[src/rtl/hf_ssp_tx.sv]
// Byte-to-serial transmitter feeding the ARM SSP: small byte FIFO, ssp_clk divider,
// MSB-first shifter with a frame pulse on bit 7 and no gap between queued bytes.
module hf_ssp_tx #(
  parameter int unsigned CLK_DIV    = 8,
  parameter int unsigned FIFO_DEPTH = 4
) (
  input  logic                        ck_1356meg,
  input  logic                        nrst,
  input  logic                        enable,
  input  logic [7:0]                  in_data,
  input  logic                        in_valid,
  output logic                        in_ready,
  input  logic                        clr_dropped,
  output logic                        dropped,
  output logic [$clog2(FIFO_DEPTH):0] fifo_level,
  output logic                        ssp_clk,
  output logic                        ssp_frame,
  output logic                        ssp_din
);

  localparam int unsigned AW   = $clog2(FIFO_DEPTH);
  localparam int unsigned LW   = AW + 1;
  localparam int unsigned DW   = $clog2(CLK_DIV);
  localparam int unsigned HALF = CLK_DIV / 2;

  typedef enum logic {S_IDLE, S_SHIFT} state_t;

  state_t        r_state, w_state_nxt;
  logic [DW-1:0] r_div, w_div_nxt;
  logic [7:0]    r_mem [FIFO_DEPTH];
  logic [AW-1:0] r_wptr, r_rptr;
  logic [LW-1:0] r_level, w_level_nxt;
  logic [7:0]    r_sh, w_sh_nxt;
  logic [2:0]    r_bit_cnt, w_bit_nxt;
  logic          r_din, w_din_nxt;
  logic          r_frame, w_frame_nxt;
  logic          r_ssp_clk, r_in_ready, r_dropped;
  logic          w_bnd, w_push, w_pop, w_empty;
  logic [7:0]    w_head;

  assign w_bnd   = enable && (r_div == '0);
  assign w_push  = enable && in_valid && r_in_ready;
  assign w_empty = (r_level == '0);
  assign w_head  = r_mem[r_rptr];

  assign w_div_nxt = !enable                        ? '0 :
                     (r_div == DW'(CLK_DIV - 1))    ? '0 :
                     r_div + DW'(1);

  always_ff @(posedge ck_1356meg or negedge nrst) begin
    if (!nrst) r_state <= S_IDLE;
    else       r_state <= w_state_nxt;
  end

  // Next-state and shifter control; bytes load back-to-back when the FIFO has data.
  always_comb begin
    w_state_nxt = r_state;
    w_pop       = 1'b0;
    w_sh_nxt    = r_sh;
    w_bit_nxt   = r_bit_cnt;
    w_din_nxt   = r_din;
    w_frame_nxt = r_frame;
    if (!enable) begin
      w_state_nxt = S_IDLE;
      w_sh_nxt    = '0;
      w_bit_nxt   = '0;
      w_din_nxt   = 1'b0;
      w_frame_nxt = 1'b0;
    end else if (w_bnd) begin
      if (r_state == S_IDLE || r_bit_cnt == '0) begin
        if (!w_empty) begin
          w_pop       = 1'b1;
          w_state_nxt = S_SHIFT;
          w_sh_nxt    = {w_head[6:0], 1'b0};
          w_din_nxt   = w_head[7];
          w_frame_nxt = 1'b1;
          w_bit_nxt   = 3'd7;
        end else begin
          w_state_nxt = S_IDLE;
          w_din_nxt   = 1'b0;
          w_frame_nxt = 1'b0;
          w_bit_nxt   = '0;
        end
      end else begin
        w_sh_nxt    = {r_sh[6:0], 1'b0};
        w_din_nxt   = r_sh[7];
        w_frame_nxt = 1'b0;
        w_bit_nxt   = r_bit_cnt - 3'd1;
      end
    end
  end

  always_comb begin
    w_level_nxt = r_level;
    if (!enable) begin
      w_level_nxt = '0;
    end else begin
      case ({w_push, w_pop})
        2'b10:   w_level_nxt = r_level + LW'(1);
        2'b01:   w_level_nxt = r_level - LW'(1);
        default: w_level_nxt = r_level;
      endcase
    end
  end

  // Storage has no reset; occupancy and pointers define what is valid.
  always_ff @(posedge ck_1356meg) begin
    if (w_push) r_mem[r_wptr] <= in_data;
  end

  always_ff @(posedge ck_1356meg or negedge nrst) begin
    if (!nrst) begin
      r_div      <= '0;
      r_ssp_clk  <= 1'b0;
      r_sh       <= '0;
      r_bit_cnt  <= '0;
      r_din      <= 1'b0;
      r_frame    <= 1'b0;
      r_wptr     <= '0;
      r_rptr     <= '0;
      r_level    <= '0;
      r_in_ready <= 1'b0;
      r_dropped  <= 1'b0;
    end else begin
      r_div      <= w_div_nxt;
      r_ssp_clk  <= enable && (w_div_nxt < DW'(HALF));
      r_sh       <= w_sh_nxt;
      r_bit_cnt  <= w_bit_nxt;
      r_din      <= w_din_nxt;
      r_frame    <= w_frame_nxt;
      r_level    <= w_level_nxt;
      r_in_ready <= enable && (w_level_nxt < LW'(FIFO_DEPTH));
      if (!enable) begin
        r_wptr <= '0;
        r_rptr <= '0;
      end else begin
        if (w_push) r_wptr <= r_wptr + AW'(1);
        if (w_pop)  r_rptr <= r_rptr + AW'(1);
      end
      // Set wins over a coincident clear.
      if (enable && in_valid && !r_in_ready) r_dropped <= 1'b1;
      else if (clr_dropped)                 r_dropped <= 1'b0;
    end
  end

  assign in_ready   = r_in_ready;
  assign dropped    = r_dropped;
  assign fifo_level = r_level;
  assign ssp_clk    = r_ssp_clk;
  assign ssp_frame  = r_frame;
  assign ssp_din    = r_din;

endmodule

[config.mk]
export PLATFORM = sky130hd
export DESIGN_NAME = hf_ssp_tx
export DESIGN_NICKNAME = d
export VERILOG_FILES = /design/src/rtl/hf_ssp_tx.sv
export SDC_FILE = /design/constraint.sdc
export NUM_CORES = 1
export LEC_CHECK = 0
export CAP_MARGIN = 20
export CORE_MARGIN = 8
export CORE_UTILIZATION = 45
export CTS_BUF_LIST = sky130_fd_sc_hd__clkbuf_4 sky130_fd_sc_hd__clkbuf_8
export DETAILED_ROUTE_END_ITERATION = 12
export PLACE_DENSITY = 0.62
export SYNTH_ARGS = -nofsm -noshare
export SYNTH_HDL_FRONTEND = slang
export SYNTH_SLANG_ARGS = --single-unit
[constraint.sdc]
create_clock -name ck_1356meg -period 3.1 [get_ports ck_1356meg]
set_input_delay 0.62 -clock ck_1356meg [delete_from_list [all_inputs] [get_ports ck_1356meg]]
set_output_delay 0.62 -clock ck_1356meg [all_outputs]
set_load 0.005 [all_outputs]
[Word level (Yosys, flattened, before mapping)]
Memories as Yosys holds them, arrays and structs flattened.
Index checks and enable logic that the tools add are counted.
Word-level totals
  register bits after elaboration: 27
  RAM bits: 32
  bits of input ports: 13
  output and inout bits: 8
  logic and storage cells: 77
  memories kept: 1
Memory list
  r_mem: words 4, bits a word 8, rd ports 1, clocked after Yosys merged registers in 0, write ports 1, line 30  | logic [7:0] r_mem [FIFO_DEPTH];
Cells by class
  add/sub/neg operators: 6
  order comparisons: 2
  equality and inequality tests: 8
  multiplexer cells: 33
  bitwise logic cells: 1
  reduce and logical (&&, ||, !) cells: 14
Operators with widths (count)
  8-bit two-way mux: 4
  3-bit two-way mux: 7
  1-bit two-way mux: 17
  3-bit logical NOT: 3
  2-bit two-way mux: 4
  2-bit by 1-bit inequality test with 1-bit output, second input constant: 4
  3-bit by 1-bit adder with 3-bit output, second input constant: 2
  1-bit logical AND: 6
  3-bit less-than comparator, second input constant: 2
  3-bit one-hot mux with 2 select lines: 1
  3-bit by 1-bit subtractor with 3-bit output, second input constant: 2
  2-bit by 1-bit adder with 2-bit output, second input constant: 2
  2-bit AND reduction: 2
  3-bit == test, second input constant: 1
  3-bit inequality test, second input constant: 1
  2-bit by 1-bit == test with 1-bit output, second input constant: 1
  2-bit == test, second input constant: 1
  2-bit nonzero test: 1
  1-bit logical NOT: 1
  1-bit logical OR: 1
  1-bit NOT: 1

[Logic depth before layout (Yosys ltp)]
Gate-level depths: netlist (run 1).
  word-level depth: 10
  depth in mapped cells: 11
  mapped depth without buffers: 11

[Worst setup path after synthesis (run 1)]
Ideal clock, no wire load.
  kind: register to register
  start: register r_bit_cnt[0]
  end: register r_level[2] (netlist: fifo_level[2])
  library setup time: 79 ps
  arrival time: 2211 ps
  data required time: 3021 ps
  path slack: 809 ps
  stages on the path, launching flop included: 12
  path buffers: 0
  period minus slack after synthesis: 2291 ps
  cells stage by stage: dfrtp_1 -> inv_1 -> ha_1 -> nand2b_4 -> a211oi_2 -> ha_1 -> xor2_1 -> ha_1 -> a21oi_1 -> xor2_1 -> nor2_1 -> mux2i_1
On the way
  longest elaborated chain between the ends: 8
  elaborated cells on any way between the ends: 9
  classes of those cells: eq/ne: 2; mux: 5; reduce/logical: 2
Ends and longest elaborated chain
  from (decl): line 34  | logic [2:0] r_bit_cnt, w_bit_nxt;
  from (signal assigned): line 128  | r_bit_cnt <= w_bit_nxt;
  3-bit logical NOT (*): line 70  | if (r_state == S_IDLE || r_bit_cnt == '0) begin
  1-bit logical OR (*): line 70
  1-bit two-way mux (*): line 70
  1-bit two-way mux (*): line 69  | end else if (w_bnd) begin
  1-bit two-way mux (*): line 63  | if (!enable) begin
  2-bit by 1-bit == test with 1-bit output or 2-bit == test (tied branches): line 98  | case ({w_push, w_pop})
  3-bit one-hot mux with 2 select lines (*): line 98
  3-bit two-way mux (*): line 95  | if (!enable) begin
  net w_level_nxt[2]: line 32  | logic [LW-1:0] r_level, w_level_nxt;
  to (signal assigned): line 131  | r_level <= w_level_nxt;
  to (decl): line 32
The timed path passes the listed nets; every way through them passes the cells marked *.
A chain may end at the register's enable or synchronous reset.

[Worst setup path in the final report (run 1)]
  start: input enable
  end: register r_level[2] (netlist: fifo_level[2])
On the way
  longest elaborated chain between the ends: 6
  elaborated cells on any way between the ends: 9
  classes of those cells: eq/ne: 2; mux: 4; reduce/logical: 3
Ends and longest elaborated chain
  from (decl): line 9  | input logic enable,
  1-bit logical AND: line 41  | assign w_bnd = enable && (r_div == '0);
  1-bit two-way mux: line 69
  1-bit two-way mux: line 63
  2-bit by 1-bit == test with 1-bit output or 2-bit == test (tied branches): line 98
  3-bit one-hot mux with 2 select lines: line 98
  3-bit two-way mux (*): line 95
  net w_level_nxt[2]: line 32
Marks and branches as above.

==> impl_metrics.toml, run 1 <==
[outcome]
status = "complete, no violations"

[global_routing]
grt_usage_pct = 12.3
grt_max_degree = 27
grt_use_met2_pct = 20.2
grt_overflow = 0
top_usage_layer = "met2"
use_met3_pct = 2.93
grt_pass1_vias = 1632
use_met1_pct = 13.9
grt_pass1_wl_um = 7990
antenna_found_initial = 0

[synth]
async_flop_share_pct = 44.8
yosysTopAreaCell = "edfxtp_1"
syn_nets = 207
synth_seq_cells = 58
synth_edf_count = 32
ys.flop_type = "edfxtp_1"
ys_warn_count = 0
ys_seq_area_share_pct = 61.7
yosysTopAreaCellShare_pct = 36.8
ys_types = 37
synth_area_sq_um = 2610
syn_area_per_cell_sq_um = 14.4
synth_cells = 181
synth.top_cells.by_area = "edfxtp_1 37%, dfrtp_1 25%, mux4_2 6.9%"

[floorplanning]
fp.dieArea_sq_um = 8490
core_area_sq_um = 5540
rows = 27
start_util_pct = 47.1
io_pins = 21
die_width_um = 92.2
die_y_um = 92.2

[clock_network]
clk_pin_slew_worst_paths_ps = 60
cts_sinks = 58
cts_resized = 0
worstSkewPairLatency_ps = 340
cts_root_buffer = "clkbuf_8"
cts_buffer_depth = 2
numCtsBuffers = 9
cts_tree = "built"
cts_setup_buffers = 0
cts_htree_levels = 3
cts_hold_buf = 0

[placed_design]
gp_congestion = 0.815
dp_hpwl_um = 3290
io_buffers = 20
placedCellCount = 270

[worst_setup_path]
cp_cell_sequence = "clkdlybuf4s50_1, and3_1, inv_1, ha_1, xor2_1, ha_1, a21oi_1, xor2_1, nor2_1, mux2i_1"
start_kind = "input port"
crit_start = "enable"
crit_fanout = 8
end_kind = "register"
worstPathArrival_ps = 2790
required_ps = 3350
path_class = "in2reg"
crit_path_max_incr_delay_ps = 520
r2r_start = "r_div[0]"
crit_slowest_cell = "clkdlybuf4s50_1"

[drt]
dr.pass1.iters = 4
drt_iter0_drc = 63
drt_wl_total_um = 4670
num_vias = 1486
avgViaCountPerCell = 5.21
ant_nets = 0
avgRoutedWirePerCell_um = 16.4
drc = 0

[cells_and_area]
syn_to_final_growth_pct = 17.3
final_common_cell = "edfxtp_1"
antennaDiodeCount = 0
post_layout_nonfiller_instances = 285
final_cell_mix = "32 x edfxtp_1, 26 x dfrtp_1, 20 x clkdlybuf4s50_1, 17 x inv_1, 15 x nand2_1"
drive_gt1_share_pct = 16.0
final_nets = 235

[job]
maxCapViolCount = 0

[timing]
worstMarginPinSlew_ps = 594
drv_slew = 0
timing.final.crit_share_pct = 82.2
fin_worst_skew_ps = 6.80
finalSetupTns_ps = 0
rsz0062_at_grt = "false"
finalSetupViolCount = 0
relSlewSlack_pct = 60.4
period_needed_ps = 2550
fmax_ghz = 0.392
hold_viol_final = 0

[hold_path]
min_from = "r_div[0]"
min_path_type = "reg2reg"

[pwr]
p_leak_nw = 1.25
vdd_drop_max_mv = 0.358
powerDensity_nw_per_um2 = 518
==> layer usage <==
layer  wire length [um]  vias to the layer above  share of wire, %
met4                124                        0               2.7
met5                  0                        -                 0
li1                   -                      711                 -
met1               2060                      731                44
met3                153                       14               3.3
met2               2330                       30                50
==> report_power, final <==
group / total, mW / internal (mW) / leakage (nW) / switching, mW
Sequential: 0.842 / 0.833 / 0.642 / 0.00978
Clock: 0.648 / 0.360 / 0.0885 / 0.288
Combinational: 0.0965 / 0.0465 / 0.519 / 0.0500
==> cell families after synthesis <==
logic type	count (synthesis)	share of synthesized area, %
compound gates	21	6.28
mux	19	11.3
buf+inv	23	4.12
simple gates	44	9.30
xor+xnor	3	1.01
fa+ha+maj	13	6.23
flops	58	61.7
==> worst paths after layout <==
kind	to	slack [ps]	depth (start not counted)
worst max-delay path	fifo_level[2]	550	10
worst min-delay path	r_div[0]	490	1
worst max register to register	fifo_level[2]	720	11
worst min register to register	r_div[0]	490	1
max in group asynchronous	ssp_din	2190	2
min in group asynchronous	fifo_level[0]	660	2
==> metrics by stage <==
stage,total power [mW],utilization [%],cell area [sq um],hold WS [ps],setup slack (ps)
6_report,1.59,55.3,3060,486,552
5_1_grt,1.65,55.3,3060,503,380
4_1_cts,1.60,55.3,3060,490,559
3_5_place_dp,0.956,52.0,2880,481,216
3_3_place_gp,0.951,52.0,2880,449,360
2_1_floorplan,0.907,-,2610,324,809
==> worst max-delay path, delay by kind of cell <==
family                     cells  cell delay [ps]
buffers and inverters          2              620
and+or+nand+nor                2              500
adders and majority gates      2              420
xor gates and xnor gates       2              250
muxes                          1              250
AOI/OAI and AO/OA              1              150
==> Yosys cell counts, types with 2 or more instances <==
master	instances
a21oi_1	4
and2_1	6
and3_1	3
buf_2	2
buf_6	2
dfrtp_1	26
edfxtp_1	32
ha_1	13
inv_1	17
mux2i_1	10
mux4_2	8
nand2_1	15
nand2b_4	2
nor2_1	8
nor3_1	2
nor3b_1	2
o21ai_0	2
o22ai_1	7
xor2_1	2
==> state kept, by name (all words and copies together), names as in the netlist <==
| register | count |
|---|---|
| r_div | 3 |
| r_sh | 7 |
| ssp_frame | 1 |
| ssp_clk | 1 |
| dropped | 1 |
| r_mem | 32 |
| r_bit_cnt | 3 |
| fifo_level | 3 |
| r_state | 1 |
| ssp_din | 1 |
| r_wptr | 2 |
| r_rptr | 2 |
| in_ready | 1 |
==> cell type report <==
type / instances / area, sq um
clock buffers: 9 / 124
clock inverters: 6 / 58.8
fillers: 450 / 2480
inverters: 17 / 63.8
multi-input cells: 100 / 891
flip-flops and latches: 58 / 1610
well taps: 72 / 90.1
repair buffers: 23 / 223
(Power assumes the default switching activity.)
==> run 2: changes to the inputs <==
- clock period: 3.1 -> 2.5 ns (I/O delays scaled with it)
==> impl_metrics.toml, run 2 (synthesized netlist as in run 1, its figures left out) <==
[outcome]
status = "complete, no violations"

[global_routing]
use_met1_pct = 14.3
grt_overflow = 0
grt_pass1_vias = 1680
use_met3_pct = 3.10
antenna_found_initial = 0
grt_usage_pct = 12.4
grt_max_degree = 27
grt_pass1_wl_um = 8200
grt_use_met2_pct = 21.4
top_usage_layer = "met2"

[drt]
drt_wl_total_um = 4770
ant_nets = 0
avgViaCountPerCell = 5.20
drt_iter0_drc = 41
avgRoutedWirePerCell_um = 16.4
drc = 0
dr.pass1.iters = 5
num_vias = 1507

[floorplanning]
io_pins = 21
core_area_sq_um = 5540
fp.dieArea_sq_um = 8490
die_width_um = 92.2
die_y_um = 92.2
rows = 27
start_util_pct = 47.1

[hold_path]
min_path_type = "reg2reg"
min_from = "r_bit_cnt[1]"

[placed_design]
placedCellCount = 275
dp_hpwl_um = 3410
preCtsSetupSlack_ps = -98.4
io_buffers = 20
gp_congestion = 0.842

[timing]
worstMarginPinSlew_ps = 466
drv_slew = 0
hold_ws_ps = 487
fin_worst_skew_ps = 10.6
fmax_ghz = 0.438
relSlewSlack_pct = 69.0
timing.final.crit_share_pct = 91.3
finalSetupViolCount = 0
hold_viol_final = 0
layout_setup_ws_ps = 216
rsz0062_at_grt = "false"
period_needed_ps = 2280

[pwr]
p_leak_nw = 1.28
vdd_drop_max_mv = 0.376
powerDensity_nw_per_um2 = 639

[cells_and_area]
drive_gt1_share_pct = 17.9
largest-register = "r_mem"
final_common_cell = "edfxtp_1"
nFillCells = 464
reg_top3 = "r_mem (32), r_sh (7)"
final_nets = 240
final_cell_mix = "32 x edfxtp_1, 26 x dfrtp_1, 20 x clkdlybuf4s50_1, 17 x inv_1, 15 x nand2_1"
syn_to_final_growth_pct = 18.7
antennaDiodeCount = 0
post_layout_nonfiller_instances = 290
largest_reg_flops = 32

[clock_network]
cts_resized = 0
cts_setup_buffers = 0
cts_tree = "built"
cts_hold_buf = 0
cts_sinks = 58
clk_pin_slew_worst_paths_ps = 70
cts_buffer_depth = 2
cts_root_buffer = "clkbuf_8"
cts_htree_levels = 3
worstSkewPairLatency_ps = 320
numCtsBuffers = 9

[worst_setup_path]
required_ps = 2750
crit_fanout = 5
worstPathArrival_ps = 2530
reg2reg_to = "fifo_level[2]"
reg2reg_depth = 11
crit_start = "r_bit_cnt[0]"
path_class = "reg2reg"
r2r_start = "r_bit_cnt[0]"
end_kind = "register"
start_kind = "register"
timing.critical_path.to = "fifo_level[2]"
reg2reg_slack_ps = 220

[job]
maxCapViolCount = 0
==> run 2: power by group <==
| group | leakage [nW] | switching (mW) | total (mW) | internal (mW) |
|---|---|---|---|---|
| sequential | 0.642 | 0.0116 | 1.04 | 1.03 |
| combinational | 0.544 | 0.0644 | 0.126 | 0.0613 |
| clock | 0.0974 | 0.341 | 0.812 | 0.470 |
| total | 1.28 | 0.418 | 1.98 | 1.56 |
==> run 2: critical path, stage by stage (launching register included) <==
cell and delay [ps]:
dfrtp_1 380, inv_1 100, ha_1 210, nand2b_4 90, a211oi_2 280, ha_1 220
xor2_1 170, ha_1 170, a21oi_1 50, xor2_1 150, nor2_1 180, mux2i_1 210
==> run 2: cell type report <==
type / count / area [sq um] / share of cell area [%]
inverters: 17 / 63.8 / 2.06
clock inverters: 4 / 43.8 / 1.41
flip-flops and latches: 58 / 1610 / 52.0
repair buffers: 28 / 260 / 8.40
multi-input cells: 100 / 891 / 28.7
clock buffers: 11 / 139 / 4.48
well taps: 72 / 90.1 / 2.91
==> run 2: through the flow <==
step           area (sq um)  utilization [%]  power, mW  TNS, ps
4_1_cts                3100             55.9       2.00        0
5_1_grt                3100             55.9       2.06        0
6_report               3100             55.9       1.98        0
3_5_place_dp           2920             52.6       1.19     -197
3_3_place_gp           2920             52.6       1.18   -0.371
2_1_floorplan          2610                -       1.12        0
==> run 2: worst min-delay path by stage <==
| stage | cells past startpoint | endpoint |
|---|---|---|
| 2_1_floorplan | 0 | dropped |
| 5_1_grt | 1 | r_div[0] |
| 3_3_place_gp | 1 | r_div[0] |
| 4_1_cts | 2 | r_bit_cnt[1] |
| 3_5_place_dp | 2 | r_bit_cnt[1] |
| 6_report | 2 | r_bit_cnt[1] |
==> run 2: metal layers <==
layer / part of all wire [%] / vias to the layer above / wire [um]
met5: 0 / - / 0
met3: 3.1 / 6 / 150
met4: 1.1 / 0 / 54
li1: - / 719 / -
met1: 43 / 761 / 2050
met2: 53 / 21 / 2510
